--- src/rtl/lfsr_core.sv ---
// 16-bit Fibonacci LFSR (taps 0,2,3,5) emitting one pseudo-random bit per enabled step.
// Latency: one cycle from the edge sampling en=1 to updated shift_reg/rand_bit.
// Backpressure: none; en=0 simply holds state, so idle gaps never perturb the sequence.
module lfsr_core #(
    parameter int               WIDTH = 16,
    parameter logic [WIDTH-1:0] SEED  = 16'hECEB
) (
    input  logic             clk,
    input  logic             rst,
    input  logic             en,
    output logic             rand_bit,
    output logic [WIDTH-1:0] shift_reg
);

    // Feedback taps for x^16 + x^14 + x^13 + x^11 + 1 in right-shift form.
    // The seed is nonzero and the polynomial is primitive, so the all-zero
    // state can never be entered and no lock-up escape is needed.
    logic             fb;
    logic [WIDTH-1:0] next_state;

    // Next state: new feedback bit enters at the MSB, everything moves right.
    always_comb begin
        fb         = shift_reg[0] ^ shift_reg[2] ^ shift_reg[3] ^ shift_reg[5];
        next_state = {fb, shift_reg[WIDTH-1:1]};
    end

    // State and output flops; reset forces the seed asynchronously and wins over en.
    always_ff @(posedge clk or negedge rst) begin
        if (!rst) begin
            shift_reg <= SEED;
            rand_bit  <= 1'b0;
        end else if (en) begin
            shift_reg <= next_state;
            rand_bit  <= shift_reg[0];
        end
    end

endmodule

--- config.mk ---
export PLATFORM = sky130hd
export DESIGN_NAME = lfsr_core
export DESIGN_NICKNAME = d
export VERILOG_FILES = /design/src/rtl/lfsr_core.sv
export SDC_FILE = /design/constraint.sdc
export NUM_CORES = 1
export LEC_CHECK = 0
export BUFFER_PORTS_ARGS = -buffer_cell sky130_fd_sc_hd__clkbuf_2
export CORE_MARGIN = 3
export CORE_UTILIZATION = 48
export DETAILED_ROUTE_END_ITERATION = 6
export PLACE_DENSITY = 0.81
export SYNTH_ARGS = -nofsm -noshare
export SYNTH_HDL_FRONTEND = slang
export SYNTH_SLANG_ARGS = --single-unit
--- constraint.sdc ---
create_clock -name clk -period 1.2 [get_ports clk]
set_input_delay 0.06 -clock clk [delete_from_list [all_inputs] [get_ports clk]]
set_output_delay 0.06 -clock clk [all_outputs]
set_load 0.02 [all_outputs]
==> metrics.cfg, run 1 <==
[floorplan]
rows = 13
pin_count = 20
start_util_pct = 53.0
die_h_um = 44.6
die_w_um = 44.6
die_area_um2 = 1990
core_um2 = 1350

[synth]
syn_nets = 43
synth_top_area_cell = dfstp_2
async_flop_share_pct = 100
netlist.area_leader.share_pct = 40.4
yosys.cell_count.top_type = dfstp_2
syn_area_um2 = 716
synthCells = 40
synthTopCellsByArea = dfstp_2 (40%), dfrtp_1 (21%), mux2_4 (17%), mux2_2 (13%), xnor2_1 (3.7%)
synth_seq_area_share_pct = 61.4
avgSynthCellArea_um2 = 17.9
ys_seq_elements = 17
yosys-top-cells-count = dfstp_2 (11), mux2_2 (8), mux2_4 (8)
synth.distinct_cells = 9
synth_ff_type = dfstp_2
synth_enable_flop_cells = 0
yosys_warnings = 0

[clocking]
numCtsBuffers = 3
clk_latency_ps = 290
cts_setup_buffers = 0
cts_tree = built
postCtsHoldBufs = 1
path_clk_slew_ps = 110
clock_path_buffers = 2
cts_max_level = 1
clock-sinks = 17
clockRootBuffer = clkbuf_4
ctsResizeCount = 0

[timing]
rsz0062_at_grt = false
final.setup_skew_ps = 14.2
setup_viol = 0
hold_viol_final = 0
clock.fmax_ghz = 0.897
fin_crit_ps = 1110
tightest_slew_ps = 484
whs_ps = 211
period_share_pct = 92.9
drv_slew = 0
setup_tns_ps = 0
relSlewSlack_pct = 67.7

[setup_path]
critical_path.top_delay_family = flip-flops
crit_slowest_cell = dfstp_2
start_kind = register
max_stage_delay_ps = 580
path_buf_inv = 1
end_kind = primary output
path_max_fanout = 4
critPathKind = register to primary output
critical_path.cell_chain = clkbuf_2
required_ps = 1140
rrSetupSlack_ps = 180
r2r_end = shift_reg[15]
rr_startpoint = shift_reg[5]
crit_end = shift_reg[5]
crit_start = shift_reg[5]
reg2reg_depth = 3
cp_data_arrival_time_ps = 1050
path_depth = 1

[power]
finalPower_mw = 2.78
ir_drop_mv = 1.48
leakage_nw = 0.398
power_density_nw_per_um2 = 3300

[detailed_routing]
wl_met3_um = 90
wl_um = 1110
via_per_inst = 5.01
drc = 0
wl_met2_um = 517
drt_first_pass_iters = 1
ant_nets = 0
drtIter0Drc = 0
routed.top_layer = met4
post_drt_wl_per_cell_um = 14.2
met1_length_um = 492
vias = 391

[placement]
gp_congestion = 0.749
dp_hpwl_um = 805
portBuffers = 19

[cells_and_area]
final_nets = 67
largest_reg_flops = 16
antenna_cells = 0
area_growth_pct = 17.8
final_layout_size_suffix_gt1_share_pct = 81.0

[global_routing]
grt_pass1_vias = 409
antenna_found_initial = 0
track_usage_pct = 13.4
grt_max_degree = 18
grt_pass1_wl_um = 1900
gr-total-overflow = 0

[flow_run]
drv_cap = 0

[outcome]
status = complete, no violations

[min_path]
hold_path_class = input pin to asynchronous set/reset pin

-- area by class of cell --
cell class                      instances  area (um2)
Clock buffer                            3        22.5
Clock inverter                          1        5.00
Fill cell                             113         507
Multi-Input combinational cell         21         245
Sequential cell                        17         439
Tap cell                               15        18.8
Timing Repair Buffer                   21         113
-- worst min-delay path by stage --
stage / end / slack, ps / cells after the start
after detailed placement: shift_reg[4] / 6 / 1
after CTS: shift_reg[4] / 220 / 2
after global routing: rand_bit / 230 / 2
after floorplan: rand_bit / -240 / 0
after global placement: shift_reg[4] / 0.6 / 1
final: shift_reg[8] / 210 / 2
-- cells in the final DEF (no fill, tap or decap), drive strengths merged --
master and instances:
a21oi 1, dfrtp 6, clkinv 1, dfstp 11, clkbuf 22, nor2 1
buf 1, dlygate4sd3 1, xnor2 3, mux2 16
-- worst reg2reg max path, cell delays in order, from the launching register on --
cell and delay, ps:
dfstp_2 580, xnor2_1 140, xnor2_1 90, a21oi_1 150
-- per-stage QoR --
| step | worst slack, ps | cells | cell area (um2) | utilization [%] |
|---|---|---|---|---|
| after floorplan | 175 | 40 | 716 | - |
| after global placement | 229 | 73 | 806 | 59.7 |
| after detailed placement | 196 | 73 | 806 | 59.7 |
| after CTS | 78.3 | 78 | 843 | 62.5 |
| after global routing | 34.4 | 78 | 843 | 62.5 |
| final | 85.2 | 78 | 843 | 62.5 |
-- cell families (layout without fill, tap and decap cells) --
family | Yosys count | in the layout | share of synthesized area [%]
buf+inv | 2 | 25 | 4.37
compound gates | 1 | 1 | 0.699
mux | 16 | 16 | 29.4
flops | 17 | 17 | 61.4
xor+xnor | 3 | 3 | 3.67
simple gates | 1 | 1 | 0.524
-- report_power, final --
group / internal [mW] / total, mW / leakage, nW / switching, mW
clock network: 0.124 / 0.303 / 0.0177 / 0.179
logic: 0.586 / 1.21 / 0.194 / 0.624
registers: 1.01 / 1.27 / 0.186 / 0.258
total: 1.72 / 2.78 / 0.398 / 1.06
-- routing by layer --
layer  global-route usage, %  vias up
met1                    16.8      191
met4                    1.81        0
li1                        -      183
met3                    7.32        2
met2                    20.6       15
met5                       0        -
Power figures use the tool's default switching activity.
==> inputs of run 2 (changes only) <==
--- a/config.mk
+++ b/config.mk
@@ -7,9 +7,10 @@
 export LEC_CHECK = 0
 export BUFFER_PORTS_ARGS = -buffer_cell sky130_fd_sc_hd__clkbuf_2
 export CORE_MARGIN = 3
-export CORE_UTILIZATION = 48
+export CORE_UTILIZATION = 44
 export DETAILED_ROUTE_END_ITERATION = 6
-export PLACE_DENSITY = 0.81
+export PLACE_DENSITY = 0.79
+export RECOVER_POWER = 100
 export SYNTH_ARGS = -nofsm -noshare
 export SYNTH_HDL_FRONTEND = slang
 export SYNTH_SLANG_ARGS = --single-unit
==> constraint.sdc (replaced) <==
create_clock -name clk -period 0.95 [get_ports clk]
set_input_delay 0.0475 -clock clk [delete_from_list [all_inputs] [get_ports clk]]
set_output_delay 0.0475 -clock clk [all_outputs]
set_load 0.02 [all_outputs]
==> run 2 against run 1 <==
The flow now finishes with violations (setup timing). Hold slack worse by 90 ps. Global-route usage up 3.0 points. Critical path depth increased by 1. Critical path type unchanged. Critical endpoint is now shift_reg[3]. Largest power group is now combinational cells.
==> metrics.cfg, run 2 (synthesis gave the netlist of run 1 again) <==
[power]
finalPower_mw = 5.05  ; +82%
ir_drop_mv = 2.59  ; +74%
power_density_nw_per_um2 = 4270  ; +30%
leakage_nw = 0.568  ; +43%

[clocking]
clock-sinks = 17  ; unchanged
clk_latency_ps = 290  ; about the same
cts_tree = built
numCtsBuffers = 3  ; unchanged
path_clk_slew_ps = 90  ; -20 ps
clock_path_buffers = 2  ; unchanged
cts_max_level = 1  ; unchanged
clockRootBuffer = clkbuf_4

[detailed_routing]
drtIter0Drc = 2  ; +2
drc = 0  ; unchanged
drt_first_pass_iters = 4  ; +3
via_per_inst = 4.79  ; -4.5%
vias = 469  ; +20%
ant_nets = 0  ; unchanged
post_drt_wl_per_cell_um = 15.3  ; +7.8%
wl_um = 1500  ; +35%

[global_routing]
grt_pass1_wl_um = 2310  ; +22%
gr-total-overflow = 0  ; unchanged
antenna_found_initial = 0  ; unchanged
track_usage_pct = 16.4  ; +3.0 points
grt_pass1_vias = 479  ; +17%
grt_max_degree = 19  ; +1

[placement]
gp_congestion = 0.634  ; -15%
portBuffers = 19  ; unchanged
place_ws_ps = -5.13  ; -201 ps
dp_hpwl_um = 851  ; +5.7%
dpl.cell_count = 76  ; +4.1%

[timing]
setup_viol = 16  ; +16
hold_viol_final = 0  ; unchanged
clock.fmax_ghz = 0.921
fin_crit_ps = 1090
setup_tns_ps = -1070  ; -1070 ps
setup_ws_ps = -136  ; -222 ps
drv_slew = 0  ; unchanged
relSlewSlack_pct = 73.1  ; +5.4 points
tightest_slew_ps = 404  ; -80.3 ps
period_share_pct = 114
final.setup_skew_ps = 4.51  ; -9.67 ps
rsz0062_at_grt = true

[cells_and_area]
fill_cells = 74  ; -35%
layout_common_cells = mux2_4 (12), buf_8 (12), buf_4 (12)
antenna_cells = 0  ; unchanged
stdcell_count = 98  ; +26%
final_nets = 87  ; +30%
final_layout_size_suffix_gt1_share_pct = 85.5  ; +4.6 points
largest_reg_flops = 16  ; unchanged
area_growth_pct = 65.0

[min_path]
min_delay_path_depth = 3
hp-start = en
hold_path_class = input pin to register

[setup_path]
crit_start = shift_reg[3]
required_ps = 900  ; -240 ps
path_max_fanout = 2  ; -2
critPathKind = register to primary output
reg2reg_depth = 4  ; +1
rr_startpoint = shift_reg[5]
cp_data_arrival_time_ps = 1040  ; about the same
end_kind = primary output
start_kind = register
rrSetupSlack_ps = -130  ; -310 ps

[outcome]
violations = setup timing
status = finished with violations

[flow_run]
drv_cap = 0  ; unchanged

[floorplan]
die_area_um2 = 2150  ; +7.8%
pin_count = 20  ; unchanged
die_h_um = 46.3  ; +3.8%
die_w_um = 46.3  ; +3.8%
start_util_pct = 50.6  ; -2.4 points
core_um2 = 1420  ; +4.8%
rows = 13  ; unchanged

## run 2: area by class of cell
cell class | instances | area, um2 | share of cell area (%)
tap | 15 | 18.8 | 1.59
clock buffer | 4 | 26.3 | 2.22
multi-input combinational | 21 | 275 | 23.3
timing repair buffer | 41 | 420 | 35.6
sequential | 17 | 440 | 37.3
## run 2: per-layer routing
layer | up-vias | routed length, um | global-route usage, %
met5 | - | 0 | 0
li1 | 225 | - | -
met4 | 0 | 0 | 1.70
met2 | 14 | 825 | 29.4
met1 | 230 | 596 | 18.1
met3 | 0 | 76 | 7.42
## run 2: what timing repair did
action                                  in CTS  in global routing
buffers inserted                            13                  4
endpoints found under the setup margin      13                 20
resized for setup                           31                 17
pin swaps                                    0                  0
endpoints found under the hold margin       17                  0
hold buffers                                 1                  0
## run 2: path summary, 6_finish.rpt
| check | endpoint |
|---|---|
| worst max register to register | shift_reg[15] |
| worst min register to register | rand_bit |
| min in group asynchronous | shift_reg[4] |
| max in group asynchronous | shift_reg[0] |
| worst max-delay path | shift_reg[3] |
| worst min-delay path | shift_reg[15] |
## run 2: per-stage QoR
| stage | hold WS [ps] | cell area, um2 | util (%) |
|---|---|---|---|
| 4_1_cts | 99.4 | 1120 | 79.3 |
| 6_report | 121 | 1180 | 83.5 |
| 5_1_grt | 99.6 | 1180 | 83.5 |
| 3_5_place_dp | -4.10 | 856 | 60.5 |
| 2_1_floorplan | -248 | 731 | - |
| 3_3_place_gp | -8.19 | 856 | 60.5 |
## run 2: worst max-delay path, cell delays in order, from the launching register on
cell and delay [ps]:
dfstp_2 550, buf_6 100, buf_8 100
## run 2: power breakdown
group,switching (mW),internal (mW),total (mW)
combinational,1.13,1.94,3.07
clock,0.211,0.163,0.374
sequential,0.340,1.27,1.61
total,1.68,3.37,5.05
